===== config.mk =====
export PLATFORM = sky130hd
export DESIGN_NAME = fractal_sync_np_local_rf
export DESIGN_NICKNAME = d
export VERILOG_FILES = /design/src/rtl/fractal_sync_pkg.sv /design/src/rtl/fractal_sync_np_entry.sv /design/src/rtl/fractal_sync_np_local_rf.sv
export SDC_FILE = /design/constraint.sdc
export NUM_CORES = 1
export LEC_CHECK = 0
export BUFFER_PORTS_ARGS = -buffer_cell sky130_fd_sc_hd__buf_2
export CAP_MARGIN = 5
export CORE_ASPECT_RATIO = 0.9
export CORE_MARGIN = 3
export CORE_UTILIZATION = 60
export CTS_CLUSTER_DIAMETER = 30
export DETAILED_ROUTE_END_ITERATION = 10
export GPL_TIMING_DRIVEN = 0
export PLACE_DENSITY = 0.81
export SLEW_MARGIN = 20
export SYNTH_ARGS = -nofsm -noshare
export SYNTH_HDL_FRONTEND = slang
export SYNTH_HIERARCHICAL = 1
export SYNTH_SLANG_ARGS = --single-unit

===== constraint.sdc =====
create_clock -name clk_i -period 4.6 [get_ports clk_i]
set_input_delay 0.69 -clock clk_i [delete_from_list [all_inputs] [get_ports clk_i]]
set_output_delay 0.69 -clock clk_i [all_outputs]
set_load 0.02 [all_outputs]

===== src/rtl/fractal_sync_pkg.sv =====
// rtl/fractal_sync_pkg.sv - shared types and helpers for the N-port fractal_sync register file
package fractal_sync_pkg;

  typedef struct packed {
    logic id_err;
    logic dup_err;
  } err_flags_t;

  localparam int MAX_PORTS = 64;

  function automatic logic [MAX_PORTS-1:0] all_ones_mask(input int n);
    logic [MAX_PORTS-1:0] m;
    m = '0;
    for (int i = 0; i < MAX_PORTS; i++) begin
      if (i < n) m[i] = 1'b1;
    end
    return m;
  endfunction

endpackage


===== src/rtl/fractal_sync_np_entry.sv =====
// rtl/fractal_sync_np_entry.sv - one barrier entry: arrival mask, watchdog age, done/timeout pulses
module fractal_sync_np_entry
  import fractal_sync_pkg::*;
#(
  parameter int N_PORTS = 4,
  parameter int TIMEOUT = 256
) (
  input  logic               clk_i,
  input  logic               rst_i,
  input  logic               clear_i,
  input  logic [N_PORTS-1:0] new_i,
  output logic [N_PORTS-1:0] mask_o,
  output logic               done_o,
  output logic               timeout_o
);

  localparam int TO_WIDTH = (TIMEOUT > 0) ? $clog2(TIMEOUT + 1) : 1;
  localparam logic [N_PORTS-1:0]  FULL     = N_PORTS'(all_ones_mask(N_PORTS));
  localparam logic [TO_WIDTH-1:0] AGE_LAST = (TIMEOUT > 0) ? TO_WIDTH'(TIMEOUT - 1) : '0;

  logic [N_PORTS-1:0]  mask_q, mask_d, nxt;
  logic [TO_WIDTH-1:0] age_q, age_d;
  logic                done_q, done_d, to_q, to_d;
  logic                complete, expire;

  always_comb begin
    nxt      = mask_q | new_i;
    complete = (nxt == FULL);
    expire   = (TIMEOUT != 0) && (mask_q != '0) && (age_q == AGE_LAST);
    mask_d   = nxt;
    age_d    = age_q;
    done_d   = 1'b0;
    to_d     = 1'b0;
    // Priority: clear, then completion, then watchdog expiry, then age tracking.
    if (clear_i) begin
      mask_d = '0;
      age_d  = '0;
    end else if (complete) begin
      mask_d = '0;
      age_d  = '0;
      done_d = 1'b1;
    end else if (expire) begin
      mask_d = '0;
      age_d  = '0;
      to_d   = 1'b1;
    end else if (new_i != '0) begin
      age_d = '0;
    end else if ((mask_q != '0) && (TIMEOUT != 0)) begin
      age_d = age_q + 1'b1;
    end
  end

  always_ff @(posedge clk_i or posedge rst_i) begin
    if (rst_i) begin
      mask_q <= '0;
      age_q  <= '0;
      done_q <= 1'b0;
      to_q   <= 1'b0;
    end else begin
      mask_q <= mask_d;
      age_q  <= age_d;
      done_q <= done_d;
      to_q   <= to_d;
    end
  end

  assign mask_o    = mask_q;
  assign done_o    = done_q;
  assign timeout_o = to_q;

endmodule


===== src/rtl/fractal_sync_np_local_rf.sv =====
// rtl/fractal_sync_np_local_rf.sv - N-port local sync register file with id decode, error flags and bypass
module fractal_sync_np_local_rf
  import fractal_sync_pkg::*;
#(
  parameter int N_PORTS  = 4,
  parameter int N_REGS   = 4,
  parameter int ID_WIDTH = 2,
  parameter int TIMEOUT  = 256
) (
  input  logic                              clk_i,
  input  logic                              rst_i,
  input  logic                              clear_i,
  input  logic [N_PORTS-1:0][ID_WIDTH-1:0]  id_i,
  input  logic [N_PORTS-1:0]                check_i,
  output logic [N_PORTS-1:0]                present_o,
  output logic [N_PORTS-1:0]                id_err_o,
  output logic [N_PORTS-1:0]                dup_err_o,
  output logic                              bypass_o,
  output logic [N_REGS-1:0]                 pending_o,
  output logic [N_REGS-1:0]                 done_o,
  output logic [N_REGS-1:0]                 timeout_o
);

  localparam logic [ID_WIDTH:0] NREGS_W = (ID_WIDTH + 1)'(N_REGS);

  logic [N_PORTS-1:0] mask    [N_REGS];
  logic [N_PORTS-1:0] new_arr [N_REGS];
  err_flags_t         err     [N_PORTS];
  logic [N_PORTS-1:0] id_ok;
  logic [N_PORTS-1:0] arrive;

  always_comb begin
    present_o = '0;
    id_err_o  = '0;
    dup_err_o = '0;
    id_ok     = '0;
    arrive    = '0;
    bypass_o  = &check_i;
    for (int r = 0; r < N_REGS; r++) new_arr[r] = '0;
    for (int p = 0; p < N_PORTS; p++) begin
      id_ok[p]       = ({1'b0, id_i[p]} < NREGS_W);
      err[p].id_err  = check_i[p] & ~id_ok[p];
      err[p].dup_err = 1'b0;
      // Out-of-range ids never match an entry, so present/dup stay low for them.
      for (int r = 0; r < N_REGS; r++) begin
        if (id_i[p] == ID_WIDTH'(r)) begin
          present_o[p]   = |mask[r];
          err[p].dup_err = check_i[p] & mask[r][p];
        end
      end
      arrive[p] = check_i[p] & id_ok[p] & ~err[p].dup_err;
      for (int r = 0; r < N_REGS; r++) begin
        new_arr[r][p] = arrive[p] && (id_i[p] == ID_WIDTH'(r));
      end
      id_err_o[p]  = err[p].id_err;
      dup_err_o[p] = err[p].dup_err;
      bypass_o     = bypass_o & id_ok[p] & (id_i[p] == id_i[0]);
    end
  end

  for (genvar r = 0; r < N_REGS; r++) begin : g_entry
    fractal_sync_np_entry #(
      .N_PORTS (N_PORTS),
      .TIMEOUT (TIMEOUT)
    ) u_entry (
      .clk_i     (clk_i),
      .rst_i     (rst_i),
      .clear_i   (clear_i),
      .new_i     (new_arr[r]),
      .mask_o    (mask[r]),
      .done_o    (done_o[r]),
      .timeout_o (timeout_o[r])
    );
    assign pending_o[r] = |mask[r];
  end

  a_ports: assert property (@(posedge clk_i) N_PORTS >= 2);
  a_idw:   assert property (@(posedge clk_i) (2 ** ID_WIDTH) >= N_REGS);
  a_nox:   assert property (@(posedge clk_i) disable iff (rst_i) !$isunknown(check_i));

endmodule


==> metrics <==
Synth Warn #=6; Post-Route WL=9327 µm; Ports=40; Layout Skew=roughly 0.008 ns; Max-cap violations=0; Worst-Skew Late Latency=0.35 ns; Synth Area in Simple Gates=0.3283; Crit path max-delay family=simple AND/OR/NAND/NOR gates; main combinational cell family by area after synthesis=simple AND/OR/NAND/NOR gates; Slowest-stage cell, CP=or4_4; ratio of final minimum period to clock period=0.6047; Area growth syn-to-layout=12.78%; Slew headroom=0.5136; Detail Route Antenna Nets=0; Die W=89.12 µm; Final HPWL DP=6231 µm; fraction of the mapped netlist area in adder cells=0.02683; setup tns final=0 ns; dpl cells=503; Inserted Clock Buffers=9; htree depth=3; Via density=6.759; synthesized instance count=398; Slew @ Worst Pin=0.7194 ns; r2r setup slk=between 2 and 2.5 ns; Crit Path Category=reg -> out; EDFF count, synth=0; data arrival time of the worst path=about 2.1 ns; multiplexer area fraction after synthesis=0.04930; syn avg cell area=between 9 and 10 µm²; gpl congestion=~0.9; Final Hold Fails=0; clock slew seen by the registers of the worst setup and hold paths=roughly 0.070 ns; # setup viols final=0; Worst Setup End Kind=output pin; post-CTS sizing=0; Nets=467; Worst Path Required=3.91 ns; Reg area=1501 µm²; largest net degree at the start of global routing=16; Levels on crit path=3; die area=7202 µm²; synthesized area=3731 µm²; synthesized flop and latch total=60; DRC Markers=0; crit start category=flop; Antenna Cells=0; first-pass GRT wire length=15300 µm; via count=~3500; Async SR Flop Fraction=1.000; Final Critical Period=2.782 ns; Lkg Pwr=0.001720 µW; Reg2Reg Capture Point=g_entry[0].u_entry/mask_o[0]; Synth Area in XOR/XNOR=0; Synth Area in Compound Gates=0.1486; Final Instance Count excl. Fillers=519; Top FF cell, synth=dfrtp_1; drt pass-1 iters=5; unrepaired setup endpoints after global routing=no; Max Buffers Root-to-Sink=2; area used by multi-input combinational logic=2078 µm²; Final Max Tran Viols=0; CP max stage delay=0.61 ns; PD cells=between 300 and 400 nW/µm²; drt wl/cell=17.97 µm; IO buf count=32; Crit Path Max Fanout=8; hold-fix buffers at CTS=0; row count=26; Setup Buffers After CTS=0; crit path buf inv count=1; fmax=0.3595 GHz; worst r2r src=g_entry[0].u_entry/age_q[0]; vias in the first global route=between 3000 and 4000; Die Ht=80.81 µm; Total Routing Usage GR=0.2744; Yosys cell types=39; CTS tree=done; Clock Sinks=60; layout cell share with drive strength beyond 1=0.1871; HP Class=in -> async; core area=5856 µm²; FF-to-FF path depth=8; number of DRC markers in iteration 0=309; global route total overflow=0; crit-path cells=or4_4, mux4_2, buf_2; Clock Tree Root=clkbuf_8; Peak supply drop=0.2668 mV; status=completed; antenna violations before repair=0; register area share after synthesis=0.4024; fill count=442; Initial Util=0.6372
## synth_stat cells (all sizes together) (10+ instances only)
master,n,area share
a21oi,24,0.032
or4b,12,0.032
dfrtp,60,0.40
a31oi,20,0.034
nand3,12,0.021
nand4,11,0.018
inv,16,0.016
nor2,56,0.056
buf,10,0.022
o21ai,20,0.027
or4,18,0.040
nand2,32,0.032
nor3,12,0.016
## worst max path at each step
stage | endpoint | startpoint
3_3_place_gp | bypass_o | id_i[5]
2_1_floorplan | bypass_o | id_i[6]
3_5_place_dp | bypass_o | id_i[5]
4_1_cts | present_o[2] | g_entry[3].u_entry/mask_o[3]
6_report | present_o[1] | g_entry[3].u_entry/mask_o[3]
5_1_grt | present_o[3] | g_entry[3].u_entry/mask_o[1]
## layout make-up
type,count,share of cell area
plain buffers,15,0.02438
inverters,16,0.01427
multi-input cells,310,0.4939
flip-flops and latches,60,0.3568
well taps,70,0.02081
repair buffers,32,0.03806
clock buffers,12,0.03449
clock inverters,4,0.01725
## power by group
| part | internal, µW | switching (µW) |
|---|---|---|
| combinational | 77.5 | 122 |
| clock | 319 | 208 |
| sequential | 539 | 26.9 |
## cell families (layout without fill, tap and decap cells)
group | after synthesis | in the layout
AOI/OAI and AO/OA | 89 | 89
adders and majority gates | 8 | 8
buffers and inverters | 31 | 79
DFF | 60 | 60
muxes | 8 | 8
other | 1 | 4
and+or+nand+nor | 201 | 201
## through the flow
stage          utilization  hold slack, ns  power, µW  cell area [µm²]  setup WS, ns
6_report            0.7186          0.4273       1293             4208         1.818
5_1_grt             0.7186          0.4649       1342             4208         1.755
4_1_cts             0.7186          0.4359       1299             4208         1.812
3_5_place_dp        0.6814          0.5142      768.8             3990         1.988
3_3_place_gp        0.6814          0.5076      764.4             3990         2.017
2_1_floorplan            -          0.4970      709.6             3742         1.960
## layout by cell type, fill, tap and decap left out, types with 6 or more instances in the layout
cell type,Yosys,layout
dfrtp_1,60,60
clkbuf_1,4,6
buf_4,8,8
o21ai_0,20,20
nand3_1,8,8
or4b_1,12,12
inv_1,16,16
nand4_1,11,11
or4_1,14,14
clkbuf_8,0,10
a21oi_1,24,24
or3_1,8,8
ha_1,8,8
a31oi_1,20,20
nand2_1,32,32
nor3_1,12,12
nor2_1,56,56
mux4_2,7,7
o22ai_1,8,8
buf_2,0,32
## state kept, by name, summed over array words and instances (netlist names)
register                   cells
g_entry.u_entry/mask_o        16
g_entry.u_entry/done_o         4
g_entry.u_entry/age_q         36
g_entry.u_entry/timeout_o      4
## layer usage
layer | track usage | vias up | part of all wire
met4 | 0.07738 | 0 | 0.014
met1 | 0.3835 | 1672 | 0.42
met2 | 0.4271 | 205 | 0.47
li1 | - | 1608 | -
met5 | 0 | - | 0
met3 | 0.06592 | 23 | 0.097
(Power assumes the default switching activity.)
